## src/rtl/enigma_pkg.sv

```systemverilog
// Shared Enigma datapath definitions: letter encoding, rotor wiring tables
// (forward and derived inverse) and the mod-26 helper used by every stage.
package enigma_pkg;

    localparam int LETTER_W = 6;
    localparam int ALPHA    = 26;
    localparam int N_ROTORS = 5;

    typedef logic [LETTER_W-1:0] letter_t;

    typedef enum logic [2:0] {
        ROTOR_I   = 3'd0,
        ROTOR_II  = 3'd1,
        ROTOR_III = 3'd2,
        ROTOR_IV  = 3'd3,
        ROTOR_V   = 3'd4
    } rotor_sel_e;

    // Ascending ranges so the concatenation below reads rotor I first, contact A first.
    typedef logic [0:N_ROTORS-1][0:ALPHA-1][LETTER_W-1:0] wiring_t;

    localparam logic [LETTER_W:0] ALPHA_X = (LETTER_W+1)'(ALPHA);

    localparam wiring_t FWD_WIRING = {
        // I   EKMFLGDQVZNTOWYHXUSPAIBRCJ
        6'd4,  6'd10, 6'd12, 6'd5,  6'd11, 6'd6,  6'd3,  6'd16, 6'd21, 6'd25, 6'd13, 6'd19, 6'd14,
        6'd22, 6'd24, 6'd7,  6'd23, 6'd20, 6'd18, 6'd15, 6'd0,  6'd8,  6'd1,  6'd17, 6'd2,  6'd9,
        // II  AJDKSIRUXBLHWTMCQGZNPYFVOE
        6'd0,  6'd9,  6'd3,  6'd10, 6'd18, 6'd8,  6'd17, 6'd20, 6'd23, 6'd1,  6'd11, 6'd7,  6'd22,
        6'd19, 6'd12, 6'd2,  6'd16, 6'd6,  6'd25, 6'd13, 6'd15, 6'd24, 6'd5,  6'd21, 6'd14, 6'd4,
        // III BDFHJLCPRTXVZNYEAIOUQSGKMW
        6'd1,  6'd3,  6'd5,  6'd7,  6'd9,  6'd11, 6'd2,  6'd15, 6'd17, 6'd19, 6'd23, 6'd21, 6'd25,
        6'd13, 6'd24, 6'd4,  6'd0,  6'd8,  6'd14, 6'd20, 6'd16, 6'd18, 6'd6,  6'd10, 6'd12, 6'd22,
        // IV  ESOVPZJAYQUIRHXLNFTGKDCMWB
        6'd4,  6'd18, 6'd14, 6'd21, 6'd15, 6'd25, 6'd9,  6'd0,  6'd24, 6'd16, 6'd20, 6'd8,  6'd17,
        6'd7,  6'd23, 6'd11, 6'd13, 6'd5,  6'd19, 6'd6,  6'd10, 6'd3,  6'd2,  6'd12, 6'd22, 6'd1,
        // V   VZBRGITYUPSDNHLXAWMJQOFECK
        6'd21, 6'd25, 6'd1,  6'd17, 6'd6,  6'd8,  6'd19, 6'd24, 6'd20, 6'd15, 6'd18, 6'd3,  6'd13,
        6'd7,  6'd11, 6'd23, 6'd0,  6'd22, 6'd12, 6'd9,  6'd16, 6'd14, 6'd5,  6'd4,  6'd2,  6'd10
    };

    function automatic wiring_t build_inv(input wiring_t fwd);
        wiring_t inv;
        inv = '0;
        for (int s = 0; s < N_ROTORS; s++)
            for (int i = 0; i < ALPHA; i++)
                inv[s][fwd[s][i][4:0]] = LETTER_W'(i);
        return inv;
    endfunction

    localparam wiring_t INV_WIRING = build_inv(FWD_WIRING);

    // Operands are expected in 0..25; one compare-and-subtract folds the result back.
    function automatic letter_t mod26_addsub(input letter_t a, input letter_t b, input logic sub);
        logic [LETTER_W:0] s;
        if (sub)
            s = {1'b0, a} + ALPHA_X - {1'b0, b};
        else
            s = {1'b0, a} + {1'b0, b};
        if (s >= ALPHA_X)
            s = s - ALPHA_X;
        return s[LETTER_W-1:0];
    endfunction

endpackage

```

## src/rtl/rotor_return_pipe_if.sv

```systemverilog
// Valid/ready bundle between the reflector output and the return-side plugboard.
interface rotor_return_pipe_if;
    import enigma_pkg::*;

    logic    in_valid;
    logic    in_ready;
    letter_t in_letter;
    letter_t in_pos_l;
    letter_t in_pos_m;
    letter_t in_pos_r;
    logic    out_valid;
    logic    out_ready;
    letter_t out_letter;

    modport slave (
        input  in_valid, in_letter, in_pos_l, in_pos_m, in_pos_r, out_ready,
        output in_ready, out_valid, out_letter
    );

    modport master (
        output in_valid, in_letter, in_pos_l, in_pos_m, in_pos_r, out_ready,
        input  in_ready, out_valid, out_letter
    );

endinterface

```

## src/rtl/rotor_inv_stage.sv

```systemverilog
// One registered inverse-rotor stage with valid/ready; carries the positions
// later stages need so each letter keeps its own rotor snapshot.
module rotor_inv_stage
    import enigma_pkg::*;
#(
    parameter rotor_sel_e SEL   = ROTOR_I,
    parameter int         FWD_W = LETTER_W
) (
    input  logic             clk,
    input  logic             rst_n,
    input  logic             in_valid,
    output logic             in_ready,
    input  letter_t          in_letter,
    input  letter_t          in_pos,
    input  logic [FWD_W-1:0] in_fwd,
    output logic             out_valid,
    input  logic             out_ready,
    output letter_t          out_letter,
    output logic [FWD_W-1:0] out_fwd
);

    logic             valid_q, valid_d;
    letter_t          letter_q, letter_d;
    logic [FWD_W-1:0] fwd_q, fwd_d;
    letter_t          idx, wired, xform;
    logic             load;

    // Illegal positions can push idx past Z; map those to 0 rather than index off the table.
    always_comb begin
        idx   = mod26_addsub(in_letter, in_pos, 1'b0);
        wired = (idx < LETTER_W'(ALPHA)) ? INV_WIRING[SEL][idx[4:0]] : '0;
        xform = (in_letter < LETTER_W'(ALPHA)) ? mod26_addsub(wired, in_pos, 1'b1) : in_letter;
    end

    assign in_ready = !valid_q || out_ready;
    assign load     = in_valid && in_ready;

    always_comb begin
        valid_d  = valid_q;
        letter_d = letter_q;
        fwd_d    = fwd_q;
        if (load) begin
            valid_d  = 1'b1;
            letter_d = xform;
            fwd_d    = in_fwd;
        end else if (out_ready) begin
            valid_d  = 1'b0;
        end
    end

    always_ff @(posedge clk or negedge rst_n) begin
        if (!rst_n) begin
            valid_q  <= 1'b0;
            letter_q <= '0;
            fwd_q    <= '0;
        end else begin
            valid_q  <= valid_d;
            letter_q <= letter_d;
            fwd_q    <= fwd_d;
        end
    end

    assign out_valid  = valid_q;
    assign out_letter = letter_q;
    assign out_fwd    = fwd_q;

endmodule

```

## src/rtl/rotor_return_pipe.sv

```systemverilog
// Return path through the rotor stack: left, middle, then right rotor inverse,
// one registered stage each, with positions travelling alongside the letter.
module rotor_return_pipe
    import enigma_pkg::*;
#(
    parameter int ROTOR_L = 0,
    parameter int ROTOR_M = 1,
    parameter int ROTOR_R = 2
) (
    input  logic                clk,
    input  logic                rst_n,
    rotor_return_pipe_if.slave  bus
);

    localparam int STAGES = 3;

    logic    [STAGES:0]       vld_pipe;
    logic    [STAGES:0]       rdy_pipe;
    letter_t [STAGES:0]       let_pipe;
    logic    [2*LETTER_W-1:0] s1_fwd;
    letter_t                  s2_fwd;
    logic                     unused_fwd;

    assign vld_pipe[0]      = bus.in_valid;
    assign let_pipe[0]      = bus.in_letter;
    assign rdy_pipe[STAGES] = bus.out_ready;

    // Held low through reset so nothing upstream sees a transfer before the pipe is live.
    assign bus.in_ready   = rst_n & rdy_pipe[0];
    assign bus.out_valid  = vld_pipe[STAGES];
    assign bus.out_letter = let_pipe[STAGES];

    rotor_inv_stage #(.SEL(rotor_sel_e'(ROTOR_L)), .FWD_W(2*LETTER_W)) u_s1 (
        .clk        (clk),
        .rst_n      (rst_n),
        .in_valid   (vld_pipe[0]),
        .in_ready   (rdy_pipe[0]),
        .in_letter  (let_pipe[0]),
        .in_pos     (bus.in_pos_l),
        .in_fwd     ({bus.in_pos_m, bus.in_pos_r}),
        .out_valid  (vld_pipe[1]),
        .out_ready  (rdy_pipe[1]),
        .out_letter (let_pipe[1]),
        .out_fwd    (s1_fwd)
    );

    rotor_inv_stage #(.SEL(rotor_sel_e'(ROTOR_M)), .FWD_W(LETTER_W)) u_s2 (
        .clk        (clk),
        .rst_n      (rst_n),
        .in_valid   (vld_pipe[1]),
        .in_ready   (rdy_pipe[1]),
        .in_letter  (let_pipe[1]),
        .in_pos     (s1_fwd[2*LETTER_W-1:LETTER_W]),
        .in_fwd     (s1_fwd[LETTER_W-1:0]),
        .out_valid  (vld_pipe[2]),
        .out_ready  (rdy_pipe[2]),
        .out_letter (let_pipe[2]),
        .out_fwd    (s2_fwd)
    );

    // Last stage has nothing to forward; its one-bit carry slot is left dangling.
    rotor_inv_stage #(.SEL(rotor_sel_e'(ROTOR_R)), .FWD_W(1)) u_s3 (
        .clk        (clk),
        .rst_n      (rst_n),
        .in_valid   (vld_pipe[2]),
        .in_ready   (rdy_pipe[2]),
        .in_letter  (let_pipe[2]),
        .in_pos     (s2_fwd),
        .in_fwd     (1'b0),
        .out_valid  (vld_pipe[3]),
        .out_ready  (rdy_pipe[3]),
        .out_letter (let_pipe[3]),
        .out_fwd    (unused_fwd)
    );

endmodule

```

## src/flat_wrapper.sv

```systemverilog
// flat-port wrapper written by rule: the top's interface ports become plain ports
module rotor_return_pipe_flat import enigma_pkg::*;
#(
    parameter int ROTOR_L = 0,
    parameter int ROTOR_M = 1,
    parameter int ROTOR_R = 2
)
  (clk, rst_n, bus_in_valid, bus_in_letter, bus_in_pos_l, bus_in_pos_m, bus_in_pos_r, bus_out_ready, bus_in_ready, bus_out_valid, bus_out_letter);
  rotor_return_pipe_if bus_i ();
  input  logic clk;
  input  logic rst_n;
  input wire logic [$bits(bus_i.in_valid)-1:0] bus_in_valid;
  input wire logic [$bits(bus_i.in_letter)-1:0] bus_in_letter;
  input wire logic [$bits(bus_i.in_pos_l)-1:0] bus_in_pos_l;
  input wire logic [$bits(bus_i.in_pos_m)-1:0] bus_in_pos_m;
  input wire logic [$bits(bus_i.in_pos_r)-1:0] bus_in_pos_r;
  input wire logic [$bits(bus_i.out_ready)-1:0] bus_out_ready;
  output wire logic [$bits(bus_i.in_ready)-1:0] bus_in_ready;
  output wire logic [$bits(bus_i.out_valid)-1:0] bus_out_valid;
  output wire logic [$bits(bus_i.out_letter)-1:0] bus_out_letter;
  assign bus_i.in_valid = bus_in_valid;
  assign bus_i.in_letter = bus_in_letter;
  assign bus_i.in_pos_l = bus_in_pos_l;
  assign bus_i.in_pos_m = bus_in_pos_m;
  assign bus_i.in_pos_r = bus_in_pos_r;
  assign bus_i.out_ready = bus_out_ready;
  assign bus_in_ready = bus_i.in_ready;
  assign bus_out_valid = bus_i.out_valid;
  assign bus_out_letter = bus_i.out_letter;
  rotor_return_pipe #(.ROTOR_L(ROTOR_L), .ROTOR_M(ROTOR_M), .ROTOR_R(ROTOR_R)) u_core (.clk(clk), .rst_n(rst_n), .bus(bus_i));
endmodule
```

## config.mk

```make
export PLATFORM = sky130hd
export DESIGN_NAME = rotor_return_pipe_flat
export DESIGN_NICKNAME = d
export VERILOG_FILES = /design/src/rtl/enigma_pkg.sv /design/src/rtl/rotor_return_pipe_if.sv /design/src/rtl/rotor_inv_stage.sv /design/src/rtl/rotor_return_pipe.sv /design/src/flat_wrapper.sv
export SDC_FILE = /design/constraint.sdc
export NUM_CORES = 1
export LEC_CHECK = 0
export BUFFER_PORTS_ARGS = -buffer_cell sky130_fd_sc_hd__buf_2
export CORE_ASPECT_RATIO = 0.9
export CORE_MARGIN = 2
export CORE_UTILIZATION = 40
export DETAILED_ROUTE_END_ITERATION = 8
export PLACE_DENSITY = 0.68
export SYNTH_ARGS = -nofsm -noshare
export SYNTH_HDL_FRONTEND = slang
export SYNTH_SLANG_ARGS = --single-unit
```

## constraint.sdc

```tcl
create_clock -name clk -period 6 [get_ports clk]
set_input_delay 0.6 -clock clk [delete_from_list [all_inputs] [get_ports clk]]
set_output_delay 0.6 -clock clk [all_outputs]
set_load 0.02 [all_outputs]
```

==> results of run 1 <==
[Yosys cell counts (all sizes together), types with 14 or more instances]
cell | instances | area, um^2
nor3 | 16 | 85.08
ha | 71 | 888.4
o21ai | 35 | 175.2
xor2 | 14 | 122.6
dfrtp | 39 | 975.9
nor2 | 27 | 103.9
mux2 | 23 | 259.0
xnor2 | 30 | 262.8
a21o | 18 | 135.1
a21oi | 39 | 206.5
mux2i | 16 | 176.4
nand2 | 42 | 157.7
inv | 71 | 266.5
buf | 15 | 106.4
[cell type report]
cell class	instances	area (um^2)
multi-input cells	481	4013
clock buffers	6	138.9
well taps	164	205.2
clock inverters	2	35.03
repair buffers	74	481.7
flip-flops and latches	39	975.9
inverters	71	266.5
fillers	1215	6571
[flip-flops by register name, indices dropped and copies added (netlist names)]
signal,count
u_core.u_s1.out_valid,1
u_core.u_s2.out_letter,6
u_core.u_s2.out_fwd,6
u_core.u_s1.out_fwd,12
u_core.u_s2.out_valid,1
u_core.u_s3.out_letter,6
u_core.u_s1.out_letter,6
u_core.u_s3.out_valid,1
[cell families after synthesis]
kind of cell,after synthesis
muxes,40
and+or+nand+nor,145
buffers and inverters,98
xor gates and xnor gates,44
AOI/OAI and AO/OA,175
DFF,39
adders and majority gates,77
[placed cells by master, fill, tap and decap left out, types with 8 or more instances in the layout]
cell type and instances:
sky130_fd_sc_hd__dfrtp_1 39, sky130_fd_sc_hd__xnor2_1 24, sky130_fd_sc_hd__a31oi_1 9, sky130_fd_sc_hd__nor2_1 25, sky130_fd_sc_hd__nand2b_1 12, sky130_fd_sc_hd__o21ai_1 8, sky130_fd_sc_hd__buf_4 38, sky130_fd_sc_hd__a21o_1 17
sky130_fd_sc_hd__inv_1 70, sky130_fd_sc_hd__a211oi_1 8, sky130_fd_sc_hd__a21oi_1 37, sky130_fd_sc_hd__mux2i_1 12, sky130_fd_sc_hd__nor3_1 13, sky130_fd_sc_hd__o21ai_0 27, sky130_fd_sc_hd__nand2_1 42, sky130_fd_sc_hd__mux2_2 23
sky130_fd_sc_hd__xor2_1 12, sky130_fd_sc_hd__buf_2 34, sky130_fd_sc_hd__ha_1 65
[metrics by stage]
| step | cells | utilization [%] |
|---|---|---|
| 2_1_floorplan | 618 | - |
| 5_1_grt | 837 | 48.21 |
| 6_report | 837 | 48.21 |
| 4_1_cts | 829 | 46.18 |
| 3_3_place_gp | 821 | 44.81 |
| 3_5_place_dp | 821 | 44.81 |
[what timing repair did]
action,in CTS,in global routing
hold buffers,0,0
gates resized for setup,0,46
buffers inserted,0,8
setup endpoints to repair,0,14
hold endpoints to repair,0,0
[worst max-delay path, delay by kind of cell]
family | cells | cell delay, ns
compound gates | 6 | 1.00
xor+xnor | 2 | 0.39
fa+ha+maj | 7 | 1.97
buf+inv | 7 | 0.63
mux | 2 | 0.28
simple gates | 5 | 1.02
[path summary, 6_finish.rpt]
check | depth (start not counted) | end | slack [ns]
worst max-delay path | 29 | u_core.u_s1.out_letter[2] | 0.24
worst min-delay path | 2 | u_core.u_s1.out_fwd[6] | 0.40
worst max register to register | 25 | u_core.u_s3.out_letter[3] | 0.36
worst min register to register | 2 | u_core.u_s3.out_letter[2] | 0.48
max in group asynchronous | 2 | u_core.u_s3.out_letter[0] | 5.25
min in group clk | 2 | u_core.u_s3.out_letter[2] | 0.48
[layer usage]
layer / vias to the layer above / track usage, % / share of wire [%]
met5: - / 0 / 0
met4: 0 / 4.494 / 0.96
met3: 14 / 1.423 / 2.5
met2: 88 / 29.51 / 49
met1: 2189 / 24.54 / 47
li1: 2310 / - / -
==> impl_results.md, run 1 <==
- Outcome: finished clean
- # clock sinks: 39
- Clock input transition at the sequential cells of the worst setup and hold paths: 0.06 ns
- Post-detail-place hpwl: 9.745 mm
- Die H: 112.1 um
- Routed wire length: 12.16 mm
- Worst clock skew: 0.004986 ns
- CP Launch Type: input port
- Adder-Cell Fraction of Synth Area: 19.43%
- Clock root buffer: sky130_fd_sc_hd__clkbuf_16
- Data arrival time of the worst path: 5.89 ns
- Maximum Capacitance Violations: 0
- Final Setup Violations: 0
- Part of the cycle the worst path needs: 96.05%
- Pin count of the biggest net entering global routing: 41
- Worst hold margin: 0.3966 ns
- Minimum setup slack in the final design: 0.2372 ns
- Worst slew margin relative to its limit: 40.05%
- Vias per cell: 5.497
- Antenna-violating nets left: 0
- Crit path kind: input port to register
- Number of CTS-inserted buffers: 5
- Tmin final: 5.763 ns
- Final number of hold-violating endpoints: 0
- Post-synth net total: 723
- Dominant synthesized flop cell: sky130_fd_sc_hd__dfrtp_1
- Routed vias: 4601
- Critical path peak fanout: 5
- Post-route cell area: 0.006116 mm^2
- Multiplexer share of the synthesized area: 8.824%
- Mapped Cells: 618
- Die X-Extent: 124.1 um
- Compound-cell area share of the yosys netlist: 22.93%
- Antenna violations before repair: 0
- Startpoint of the most critical setup path: bus_in_pos_l[0]
- Type of destination of the critical path: register
- Mean post-synth cell area: 8.398 um^2
- Port bufs: 35
- Insertion delay to the later sink of the worst-skew pair: 0.27 ns
- Post-synth EDFFs: 0
- Largest family of logic cells by synthesized area: compound AO/OA/AOI/OAI gates
- DRC marker count from the first detailed-route iteration: 248
- Post-synthesis cell type count: 73
- Layout-stage area growth over the synthesis result: 17.84%
- Worst Hold Class: input port to asynchronous set/reset pin
- Count of yosys warnings during synthesis: 0
- Basic-gate share of the synthesized area counting and, or, nand and nor cells: 14.54%
- Fraction of the yosys area taken by sequential cells: 18.80%
- Transition time at the pin with the least slew margin: 0.8971 ns
- Post-placement setup slack: -0.2120 ns
- Post-DR wirelength/cell: 14.53 um
- Worst r2r src: u_core.u_s2.out_letter[3]
- I/O pin count: 36
- H-tree depth: 2
- Total overflow reported by the global router: 0
- Remaining routing DRC violations: 0
- RePlAce Congestion: 0.8722
- Flops & latches, synth: 39
- Ant diodes: 0
- Initial standard-cell utilization of the core: 40.91%
- Sum Neg Setup Slack: 0 ns
- Number of search-and-repair iterations in the first detailed-routing pass: 4
- Std-Cell Rows: 39
- Synthesized-area fraction occupied by xor and xnor cells: 7.425%
- Data required time of the worst path: 6.12 ns
- Total Nets Final: 777
- Placeable core region: 0.01269 mm^2
- Global-route wire length before repair: 20.47 mm
- Proportion of layout cells with a drive suffix above 1: 23.33%
- Final Max Slew Viols: 0
- Worst-case clock buffer depth: 2
- Fmax achieved: 173.5 MHz
- Clock tree from TritonCTS: done
- Cell with the biggest individual delay on the critical path: sky130_fd_sc_hd__fa_1
- FFs w/ async S/R, synth: 100.0%
- Number of global-route vias before repair: 4423
- Placed cell area: 0.005685 mm^2
- Cell area after synthesis: 0.005190 mm^2
- Die Area: 0.01390 mm^2
- Combined global-route utilization of all metal layers: 17.65%
- Highest cell delay on the worst timing path: 0.56 ns
Power of run 1 is left out: the tool's default activity adds up to more than one toggle a clock period on the data nets, which glitch-free logic cannot reach.
==> inputs of run 2 (changes only) <==
CELL_PAD_IN_SITES_DETAIL_PLACEMENT = 0   (was default)
CELL_PAD_IN_SITES_GLOBAL_PLACEMENT = 2   (was default)
CORE_UTILIZATION = 35   (was 40)
PLACE_DENSITY = 0.88   (was 0.68)
==> run 2 against run 1 <==
Against the previous run: highest routed layer unchanged; largest cell class unchanged; critical path depth rose by 1; non-clock buffer count increased by 6; die area increased by 14%; worst hold slack worse by 0.017 ns; clock-buffer cell count grew 1; sequential cell count unchanged; first-iteration DRC count is 16% lower; wire length up 2.1%.
==> impl_results.md, run 2 (same netlist as run 1, synthesis figures left out) <==
- Std-Cell Rows: 42 (+7.7%)
- Highest cell delay on the worst timing path: 0.57 ns (about the same)
- Tmin final: 5.766 ns (+0.002959 ns)
- Data arrival time of the worst path: 5.96 ns (+0.07 ns)
- Routed wire length: 12.42 mm (+2.1%)
- Final number of hold-violating endpoints: 0 (unchanged)
- Worst r2r src: u_core.u_s1.out_letter[0]
- Transition time at the pin with the least slew margin: 0.9676 ns (+0.07046 ns)
- Remaining routing DRC violations: 0 (unchanged)
- Type of destination of the critical path: register
- Fin util: 42.39% (-5.8 points)
- Die H: 119.5 um (+6.7%)
- Most frequent cell on the critical path: sky130_fd_sc_hd__ha_4
- Global-route wire length before repair: 20.52 mm (+0.23%)
- Minimum setup slack among reg-to-reg paths: 0.31 ns (-0.05 ns)
- Ant diodes: 0 (unchanged)
- Sum Neg Setup Slack: 0 ns (unchanged)
- Number of search-and-repair iterations in the first detailed-routing pass: 4 (unchanged)
- Die Area: 0.01582 mm^2 (+14%)
- H-tree depth: 2 (unchanged)
- Part of the cycle the worst path needs: 96.10% (about the same)
- Clock input transition at the sequential cells of the worst setup and hold paths: 0.06 ns (about the same)
- Worst setup path end: u_core.u_s1.out_letter[2]
- Final Max Slew Viols: 0 (unchanged)
- Clock tree from TritonCTS: done
- Maximum Capacitance Violations: 0 (unchanged)
- Proportion of layout cells with a drive suffix above 1: 23.71% (+0.38 points)
- # clock sinks: 39 (unchanged)
- Routed vias: 4637 (+0.78%)
- Number of global-route vias before repair: 4426 (+0.068%)
- Antenna-violating nets left: 0 (unchanged)
- Total overflow reported by the global router: 0 (unchanged)
- Layout-stage area growth over the synthesis result: 19.33%
- Clock root buffer: sky130_fd_sc_hd__clkbuf_16
- Outcome: finished clean
- Vias per cell: 5.287 (-3.8%)
- Startpoint of the most critical setup path: bus_in_letter[0]
- Worst clock skew: 0.004147 ns (-0.0008384 ns)
- Most common cell after layout, fill and taps aside: sky130_fd_sc_hd__inv_1
- Port bufs: 35 (unchanged)
- Crit path kind: input port to register
- CP Launch Type: input port
- Insertion delay to the later sink of the worst-skew pair: 0.28 ns (about the same)
- Worst r2r dst: u_core.u_s2.out_letter[2]
- R2R cell count: 21 (-16%)
- Critical path peak fanout: 4 (-1)
- Worst-case clock buffer depth: 2 (unchanged)
- Cell with the biggest individual delay on the critical path: sky130_fd_sc_hd__fa_1
- Cts-stage hold buffer count: 0 (unchanged)
- Fmax achieved: 173.4 MHz (about the same)
- Worst Hold Class: input port to asynchronous set/reset pin
- Placeable core region: 0.01461 mm^2 (+15%)
- Number of CTS-inserted buffers: 5 (unchanged)
- Final Setup Violations: 0 (unchanged)
- Combined global-route utilization of all metal layers: 15.47% (-2.2 points)
- Total Nets Final: 783 (+0.77%)
- Most frequent cells in the layout: sky130_fd_sc_hd__inv_1 (70), sky130_fd_sc_hd__ha_1 (63), sky130_fd_sc_hd__buf_4 (45), sky130_fd_sc_hd__nand2_1 (42), sky130_fd_sc_hd__dfrtp_1 (39)
- I/O pin count: 36 (unchanged)
- Post-DR wirelength/cell: 14.16 um (-2.6%)
- Flip-flop count of the largest register after layout: 12 (unchanged)
- Die X-Extent: 132.4 um (+6.7%)
- Fill cell instance count of the final layout: 1529 (+26%)
- Post-detail-place hpwl: 9.847 mm (+1.0%)
- DRC marker count from the first detailed-route iteration: 208 (-16%)
- Antenna violations before repair: 0 (unchanged)
- Worst slew margin relative to its limit: 35.34% (-4.7 points)
- Initial standard-cell utilization of the core: 35.53% (-5.4 points)
- RePlAce Congestion: 0.8884 (+1.9%)
- Pin count of the biggest net entering global routing: 41 (unchanged)
- Data required time of the worst path: 6.19 ns (+0.07 ns)
run 2: how the worst min path moves through the flow:
stage	startpoint	endpoint	slack [ns]	cells past startpoint
6_report	rst_n	u_core.u_s2.out_fwd[2]	0.38	2
5_1_grt	rst_n	u_core.u_s2.out_fwd[2]	0.43	2
2_1_floorplan	rst_n	u_core.u_s1.out_fwd[0]	0.30	0
3_3_place_gp	u_core.u_s3.out_letter[2]	u_core.u_s3.out_letter[2]	0.47	2
3_5_place_dp	u_core.u_s3.out_letter[3]	u_core.u_s3.out_letter[3]	0.47	2
4_1_cts	rst_n	u_core.u_s2.out_fwd[2]	0.40	2
run 2: metal layers:
metal	part of all wire, %	global-route usage, %	vias up	routed length (um)
met1	47	20.44	2215	5785
met5	0	0	-	0
met3	3.7	1.690	15	455
li1	-	-	2322	-
met4	1.8	3.562	0	218
met2	48	27.23	85	5957
run 2: worst max-delay path, delay by kind of cell:
kind	cells	cell delay (ns)
fa+ha+maj	7	1.90
xor+xnor	2	0.35
mux	2	0.22
buf+inv	6	0.52
simple gates	6	1.35
compound gates	7	1.03
run 2: timing repair:
action | in CTS | in global routing
endpoints found under the hold margin | 0 | 0
gates resized for setup | 0 | 43
setup buffers | 0 | 5
setup endpoints to repair | 0 | 13
run 2: stage by stage:
stage	cell area (um^2)	cells	hold slack (ns)	setup WS, ns
floorplan	5228	618	0.3044	0.01653
global placement	5796	864	0.4709	0.07905
detailed placement	5796	864	0.4701	-0.1458
CTS	5933	872	0.4015	0.1328
global route	6193	877	0.4316	-0.04592
finish	6193	877	0.3796	0.2343
run 2: area by class of cell:
cell class	count	area (um^2)	share of cell area [%]
clock inverter	1	5.005	0.08081
clock buffer	7	132.6	2.141
sequential	39	975.9	15.76
multi-input combinational	481	4046	65.33
timing repair buffer	80	519.2	8.384
inverter	71	266.5	4.303
tap	198	247.7	4.000
Power of run 2 is left out for the same reason.
